===== config.mk =====
export PLATFORM = sky130hd
export DESIGN_NAME = ethernet_mmio_arbiter
export DESIGN_NICKNAME = d
export VERILOG_FILES = /design/src/rtl/ethernet_mmio_arbiter.sv
export SDC_FILE = /design/constraint.sdc
export NUM_CORES = 1
export LEC_CHECK = 0
export BUFFER_PORTS_ARGS = -buffer_cell sky130_fd_sc_hd__buf_2
export CAP_MARGIN = 15
export CORE_ASPECT_RATIO = 0.75
export CORE_MARGIN = 5
export CORE_UTILIZATION = 41
export DETAILED_ROUTE_END_ITERATION = 8
export GPL_TIMING_DRIVEN = 0
export PLACE_DENSITY_LB_ADDON = 0.15
export RECOVER_POWER = 100
export SETUP_SLACK_MARGIN = 0.15
export SLEW_MARGIN = 10
export SYNTH_ARGS = -nofsm -noshare
export SYNTH_HDL_FRONTEND = slang
export SYNTH_SLANG_ARGS = --single-unit

===== constraint.sdc =====
create_clock -name clk_i -period 2.8 [get_ports clk_i]
set_clock_uncertainty 0.15 [all_clocks]
set_input_delay 0.56 -clock clk_i [delete_from_list [all_inputs] [get_ports clk_i]]
set_output_delay 0.56 -clock clk_i [all_outputs]
set_load 0.01 [all_outputs]

===== src/rtl/ethernet_mmio_arbiter.sv =====
// Two-requester round-robin arbiter in front of a single-outstanding MMIO controller port.
// Misaligned requests are answered with an error and never reach the controller.
module ethernet_mmio_arbiter #(
    parameter int data_width_p = 32,
    parameter int addr_width_p = 14,
    localparam int size_width_lp = (data_width_p > 8) ? $clog2(data_width_p / 8) : 1
) (
    input  logic                         clk_i,
    input  logic                         reset_i,
    input  logic [1:0]                   req_v_i,
    output logic [1:0]                   req_ready_o,
    input  logic [1:0]                   req_we_i,
    input  logic [2*addr_width_p-1:0]    req_addr_i,
    input  logic [2*size_width_lp-1:0]   req_size_i,
    input  logic [2*data_width_p-1:0]    req_data_i,
    output logic [1:0]                   resp_v_o,
    output logic [data_width_p-1:0]      resp_data_o,
    output logic                         resp_err_o,
    input  logic [1:0]                   resp_yumi_i,
    output logic [addr_width_p-1:0]      addr_o,
    output logic                         write_en_o,
    output logic                         read_en_o,
    output logic [size_width_lp-1:0]     op_size_o,
    output logic [data_width_p-1:0]      write_data_o,
    input  logic [data_width_p-1:0]      read_data_i
);

    typedef enum logic [1:0] {IDLE, ISSUE, CAPTURE, RESP} state_e;

    state_e                     state_q;
    logic                       ptr_q, grant_q, we_q;
    logic [addr_width_p-1:0]    addr_q;
    logic [size_width_lp-1:0]   size_q;
    logic [data_width_p-1:0]    data_q, resp_data_q;
    logic                       resp_err_q, wen_q, ren_q;
    logic [1:0]                 resp_v_q;

    logic                       win;
    logic [1:0]                 ready;
    logic                       win_we, win_mis;
    logic [addr_width_p-1:0]    win_addr, win_mask;
    logic [size_width_lp-1:0]   win_size;
    logic [data_width_p-1:0]    win_data;

    // Pointer only matters when both are valid; a lone requester always wins.
    always_comb begin
        win      = req_v_i[1] & (~req_v_i[0] | ptr_q);
        ready    = 2'b00;
        if (state_q == IDLE && !reset_i && req_v_i != 2'b00)
            ready = win ? 2'b10 : 2'b01;
        win_we   = win ? req_we_i[1] : req_we_i[0];
        win_addr = win ? req_addr_i[2*addr_width_p-1:addr_width_p] : req_addr_i[addr_width_p-1:0];
        win_size = win ? req_size_i[2*size_width_lp-1:size_width_lp] : req_size_i[size_width_lp-1:0];
        win_data = win ? req_data_i[2*data_width_p-1:data_width_p] : req_data_i[data_width_p-1:0];
        win_mask = (addr_width_p'(1) << win_size) - addr_width_p'(1);
        win_mis  = (win_addr & win_mask) != '0;
    end

    always_ff @(posedge clk_i) begin
        if (reset_i) begin
            state_q     <= IDLE;
            ptr_q       <= 1'b0;
            grant_q     <= 1'b0;
            we_q        <= 1'b0;
            addr_q      <= '0;
            size_q      <= '0;
            data_q      <= '0;
            resp_data_q <= '0;
            resp_err_q  <= 1'b0;
            resp_v_q    <= 2'b00;
            wen_q       <= 1'b0;
            ren_q       <= 1'b0;
        end else begin
            case (state_q)
                IDLE: if (ready != 2'b00) begin
                    grant_q <= win;
                    we_q    <= win_we;
                    addr_q  <= win_addr;
                    size_q  <= win_size;
                    data_q  <= win_data;
                    if (win_mis) begin
                        state_q     <= RESP;
                        resp_v_q    <= ready;
                        resp_err_q  <= 1'b1;
                        resp_data_q <= '0;
                    end else begin
                        state_q <= ISSUE;
                        wen_q   <= win_we;
                        ren_q   <= ~win_we;
                    end
                end
                ISSUE: begin
                    wen_q   <= 1'b0;
                    ren_q   <= 1'b0;
                    state_q <= CAPTURE;
                end
                CAPTURE: begin
                    resp_data_q <= we_q ? '0 : read_data_i;
                    resp_err_q  <= 1'b0;
                    resp_v_q    <= grant_q ? 2'b10 : 2'b01;
                    state_q     <= RESP;
                end
                RESP: if (resp_yumi_i[grant_q]) begin
                    resp_v_q <= 2'b00;
                    ptr_q    <= ~grant_q;
                    state_q  <= IDLE;
                end
                default: state_q <= IDLE;
            endcase
        end
    end

    assign req_ready_o  = ready;
    assign resp_v_o     = resp_v_q;
    assign resp_data_o  = resp_data_q;
    assign resp_err_o   = resp_err_q;
    assign addr_o       = addr_q;
    assign op_size_o    = size_q;
    assign write_data_o = data_q;
    assign write_en_o   = wen_q;
    assign read_en_o    = ren_q;

endmodule


# == Word-level counts from Yosys, hierarchy flattened ==
# Index checks and enable logic that the tools add are counted.
# totals
register_bits,90
# op_classes
bitwise,6
reduce_logical,16
order_cmp,1
mux,29
n_eq_ne,7
shifts,1
add_sub_neg,1
# ops
op,count
two-way mux 32 bit,4
one-hot mux 32 bit (2 select lines),1
two-way mux 2 bit,9
bitwise AND 14 bit,1
two-way mux 14 bit,1
nonzero test 14 bit,1
left shift 1 x 2 -> 14 bit (first input constant),1
subtractor 14 x 2 -> 14 bit (second input constant),1
two-way mux 1 bit,9
one-hot mux 2 bit (4 select lines),1
nonzero test 2 bit,4
inequality test 2 bit (second input constant),3
one-hot mux 1 bit (2 select lines),3
one-hot mux 2 bit (3 select lines),1
AND reduction 2 bit,3
AND reduction 3 bit,2
equality test 2 bit (second input constant),2
AND reduction 4 bit,1
NOT 1 bit,3
nonzero test 3 bit,1
equality test 2 x 1 -> 1 bit (second input constant),1
logical AND 1 bit,2
zero test 2 bit,1
less-than comparator 1 x 2 -> 1 bit (second input constant),1
other kinds (4),4

# == Longest topological paths before layout ==
# depth
ltp_word,11
ltp_mapped,15
ltp_nobuf,11

# == Worst setup path after synthesis ==
# OpenSTA, ideal clock, no wires.
# synth_timing
path_kind,input to register
startpoint,in req_v_i[0]
endpoint,reg resp_data_q[10] (netlist: resp_data_o[10])
slack_ns,-0.301
n_path_buf,4
setup_ns,0.122
arrival_time_ns,2.830
cell_stages,13
cell_sequence,inv_1 -> o21ai_2 -> buf_4 -> clkbuf_1 -> nor2_1 -> a31o_2 -> ha_1 -> inv_1 -> a221oi_2 -> buf_4 -> buf_4 -> nor3b_1 -> a221o_1
# synth_between
elab_chain_len,10
elab_cells_between_ends,17
classes_between,add/sub: 1; eq/ne: 2; shift: 1; mux: 4; bitwise: 4; reduce/logical: 5
# synth_rtl
item,line,source
start: declaration,10,"input logic [1:0] req_v_i,"
NOT 1 bit,47,win = req_v_i[1] & (~req_v_i[0] | ptr_q);
bitwise OR 1 bit,47,
bitwise AND 1 bit,47,
two-way mux 2 bit,53,win_size = win ? req_size_i[2*size_width_lp-1:size_width_lp] : req_size_i[size_width_lp-1:0];
left shift 1 x 2 -> 14 bit,55,win_mask = (addr_width_p'(1) << win_size) - addr_width_p'(1);
subtractor 14 x 2 -> 14 bit,55,
bitwise AND 14 bit,56,win_mis = (win_addr & win_mask) != '0;
nonzero test 14 bit,56,
inequality test 2 bit (no source line),--,
AND reduction 3 bit (no source line) *,--,
end signal: assignment,98,resp_data_q <= we_q ? '0 : read_data_i;
end: declaration,34,"logic [data_width_p-1:0] data_q, resp_data_q;"
# Mark *: on every way between the ends. The rest lies on a longest branch, timed or not.
# A chain may end at the register's enable or synchronous reset.

# == Worst setup path after layout ==
# layout_timing
startpoint,in req_v_i[0]
endpoint,reg resp_data_q[0] (netlist: resp_data_o[0])
# The elaborated chain is that of the path after synthesis.

==> flow_summary.json <==
{
  "first_pass_iters": 5,
  "finalWorstSetupSlack_ns": 0.131,
  "peakVddDrop_uv": 403,
  "hold_depth": 2,
  "cts_max_level": 3,
  "slew_headroom": 0.578,
  "cts-root-buf": "clkbuf_16",
  "cts_tree": "yes",
  "min_path_type": "input pin to register",
  "rows": 31,
  "layout.nets": 816,
  "seq_area_frac_synth": 0.438,
  "core_um2": 9740,
  "die_area_um2": 12200,
  "cts_made_buffers": 9,
  "hpwlAfterDp_um": 10200,
  "final_antenna_net_count": 0,
  "synth_edf_count": 0,
  "synth.top_cell.area_share": 0.438,
  "remaining_drc_errors": 0,
  "critical-path-max-stage-delay_ns": 0.31,
  "slew_viol_final": 0,
  "crit_path_start_kind": "input pin",
  "worstSkewPairLatency_ns": 0.34,
  "cts_buffer_depth": 2,
  "grt_overflow": 0,
  "hold_viol": 0,
  "p_per_area_nw_per_um2": 900,
  "ios": 223,
  "syn_nets": 568,
  "status": "finished, final reports clean",
  "rsz0062_at_grt": "yes",
  "synthDistinctLibCells": 36,
  "antenna_cells": 0,
  "io_buffers": 222,
  "cts.sinks": 90,
  "antenna_found_initial": 0,
  "chipWidth_um": 126,
  "yosys_warnings": 0,
  "syn_area_per_cell_um2": 9.65,
  "ctsHoldBuffers": 0,
  "synthCells": 426,
  "synth_area_um2": 4110,
  "async_flop_share": 0,
  "fin_crit_ns": 2.67,
  "drt_wl_total_um": 13300,
  "postLayoutCoreUtil": 0.612,
  "critical_path_class": "input pin to register",
  "start_util": 0.422,
  "ys.flop_type": "dfxtp_1",
  "end_kind": "register",
  "synthToLayoutAreaGrowth_pct": 45.0,
  "r2r_cells": 14,
  "cp_data_arrival_time_ns": 2.74,
  "ys_seq_elements": 90,
  "clkTransAtPathRegs_ns": 0.07,
  "drive_above_1_share": 0.308,
  "worstMarginPinSlew_ns": 0.632,
  "fmax_mhz": 375,
  "grt_pass1_wl_um": 21400,
  "preCtsSetupSlack_ns": -0.559,
  "fin_crit_sh": 0.953,
  "synth.most_common_cell": "dfxtp_1",
  "synth_common_cells": "dfxtp_1 (90), nor2_1 (63), mux2i_1 (52)",
  "cp.required_ns": 2.88,
  "gr-usage-all-layers": 0.213,
  "synth_largest_area_cell": "dfxtp_1",
  "drtIter0Drc": 215,
  "num_vias": 4254,
  "setup_viol": 0,
  "p_leak_nw": 2.66,
  "crit_slowest_cell": "a221o_1",
  "crit_fanout": 8,
  "maxCapViolCount": 0,
  "place.gp.congestion": 0.867,
  "yosys-top-cells-area": "dfxtp_1 (44%), mux2i_1 (13%), a211oi_1 (8.8%)",
  "grt_pass1_vias": 4285,
  "vias_per_cell": 5.25,
  "setup_tns_ns": 0,
  "wl_per_cell_um": 16.4,
  "path_cells": "buf_12 > inv_12 > o21ai_4 > buf_8 > clkbuf_16 > nor2_1 > a31o_4 > inv_2 > ha_4 > o21ai_2 > mux2i_2 > a221oi_4 > clkbuf_1 > o2bb2ai_4 > buf_6 > a221o_1",
  "die_h_um": 96.7,
  "grt_max_degree": 17
}
## layout by cell type (no fill, tap or decap), drive strengths merged, types with 2 or more instances in the layout
master / count
a211oi: 48
a21o: 2
a21oi: 11
a221o: 33
a221oi: 2
buf: 163
clkbuf: 121
clkinvlp: 2
dfxtp: 90
ha: 6
inv: 9
mux2: 2
mux2i: 52
nand2: 14
nand2b: 2
nand3: 2
nor2: 63
nor2b: 2
nor3b: 33
o21ai: 8
## registers in the layout, summed over array words and instances, names as in the netlist, 2 cells and up
name          cells
resp_v_o          2
resp_data_o      32
addr_o           14
write_data_o     32
op_size_o         2
state_q           2
## metrics by stage
| stage | power (mW) | hold slack (ns) | instances | instance area, um2 |
|---|---|---|---|---|
| 2_1_floorplan | 3.25 | 0.319 | 426 | 4260 |
| 3_5_place_dp | 4.09 | 0.307 | 780 | 5540 |
| 3_3_place_gp | 4.02 | 0.295 | 780 | 5540 |
| 5_1_grt | 5.73 | 0.295 | 811 | 5960 |
| 6_report | 5.37 | 0.300 | 811 | 5960 |
| 4_1_cts | 5.47 | 0.292 | 809 | 6030 |
## layout make-up
type,count,area (um2)
fillers,895,3770
multi-input cells,292,2240
flip-flops and latches,90,1800
repair buffers,237,1170
plain buffers,38,240
clock buffers,9,225
well taps,132,165
clock inverters,7,76.3
inverters,6,35.0
## metal layers
layer | share of wire | track usage | routed length (um) | up-vias
met5 | 0 | 0 | 0 | -
met4 | 0.013 | 0.0550 | 166 | 0
met3 | 0.073 | 0.0611 | 971 | 15
met2 | 0.47 | 0.346 | 6250 | 159
met1 | 0.44 | 0.277 | 5890 | 1991
li1 | - | - | - | 2089
## power by group
part	internal (mW)	total (mW)	switching (mW)
logic	0.911	2.22	1.31
clock network	0.699	1.22	0.525
registers	1.69	1.92	0.233
total	3.30	5.37	2.06
## final timing paths
check                   from  slack, ns         endpoint
max               req_v_i[0]       0.13   resp_data_o[0]
min          read_data_i[19]       0.30  resp_data_o[19]
max reg2reg            ptr_q       0.14   resp_data_o[0]
min reg2reg        read_en_o       0.31        read_en_o
## what timing repair did
item                                    4_1_cts  5_1_grt
buffers inserted                              9        2
gates resized for setup                      20       16
pin swaps                                    18        7
cloned                                        4        0
endpoints found under the setup margin       54       58
## worst max-delay path: cells and delay by family
family	cells	cell delay, ns
buffers and inverters	7	0.76
adder cells (fa/ha/maj)	1	0.13
multiplexers	1	0.22
AND/OR/NAND/NOR	1	0.04
AO/OA/AOI/OAI	6	1.03
## logic make-up after synthesis
| group | count (synthesis) | share of synthesized area |
|---|---|---|
| buffers and inverters | 44 | 0.0472 |
| adders and majority gates | 6 | 0.0183 |
| DFF | 90 | 0.438 |
| AOI/OAI and AO/OA | 110 | 0.214 |
| muxes | 54 | 0.132 |
| and+or+nand+nor | 122 | 0.150 |
(Power assumes the default switching activity.)
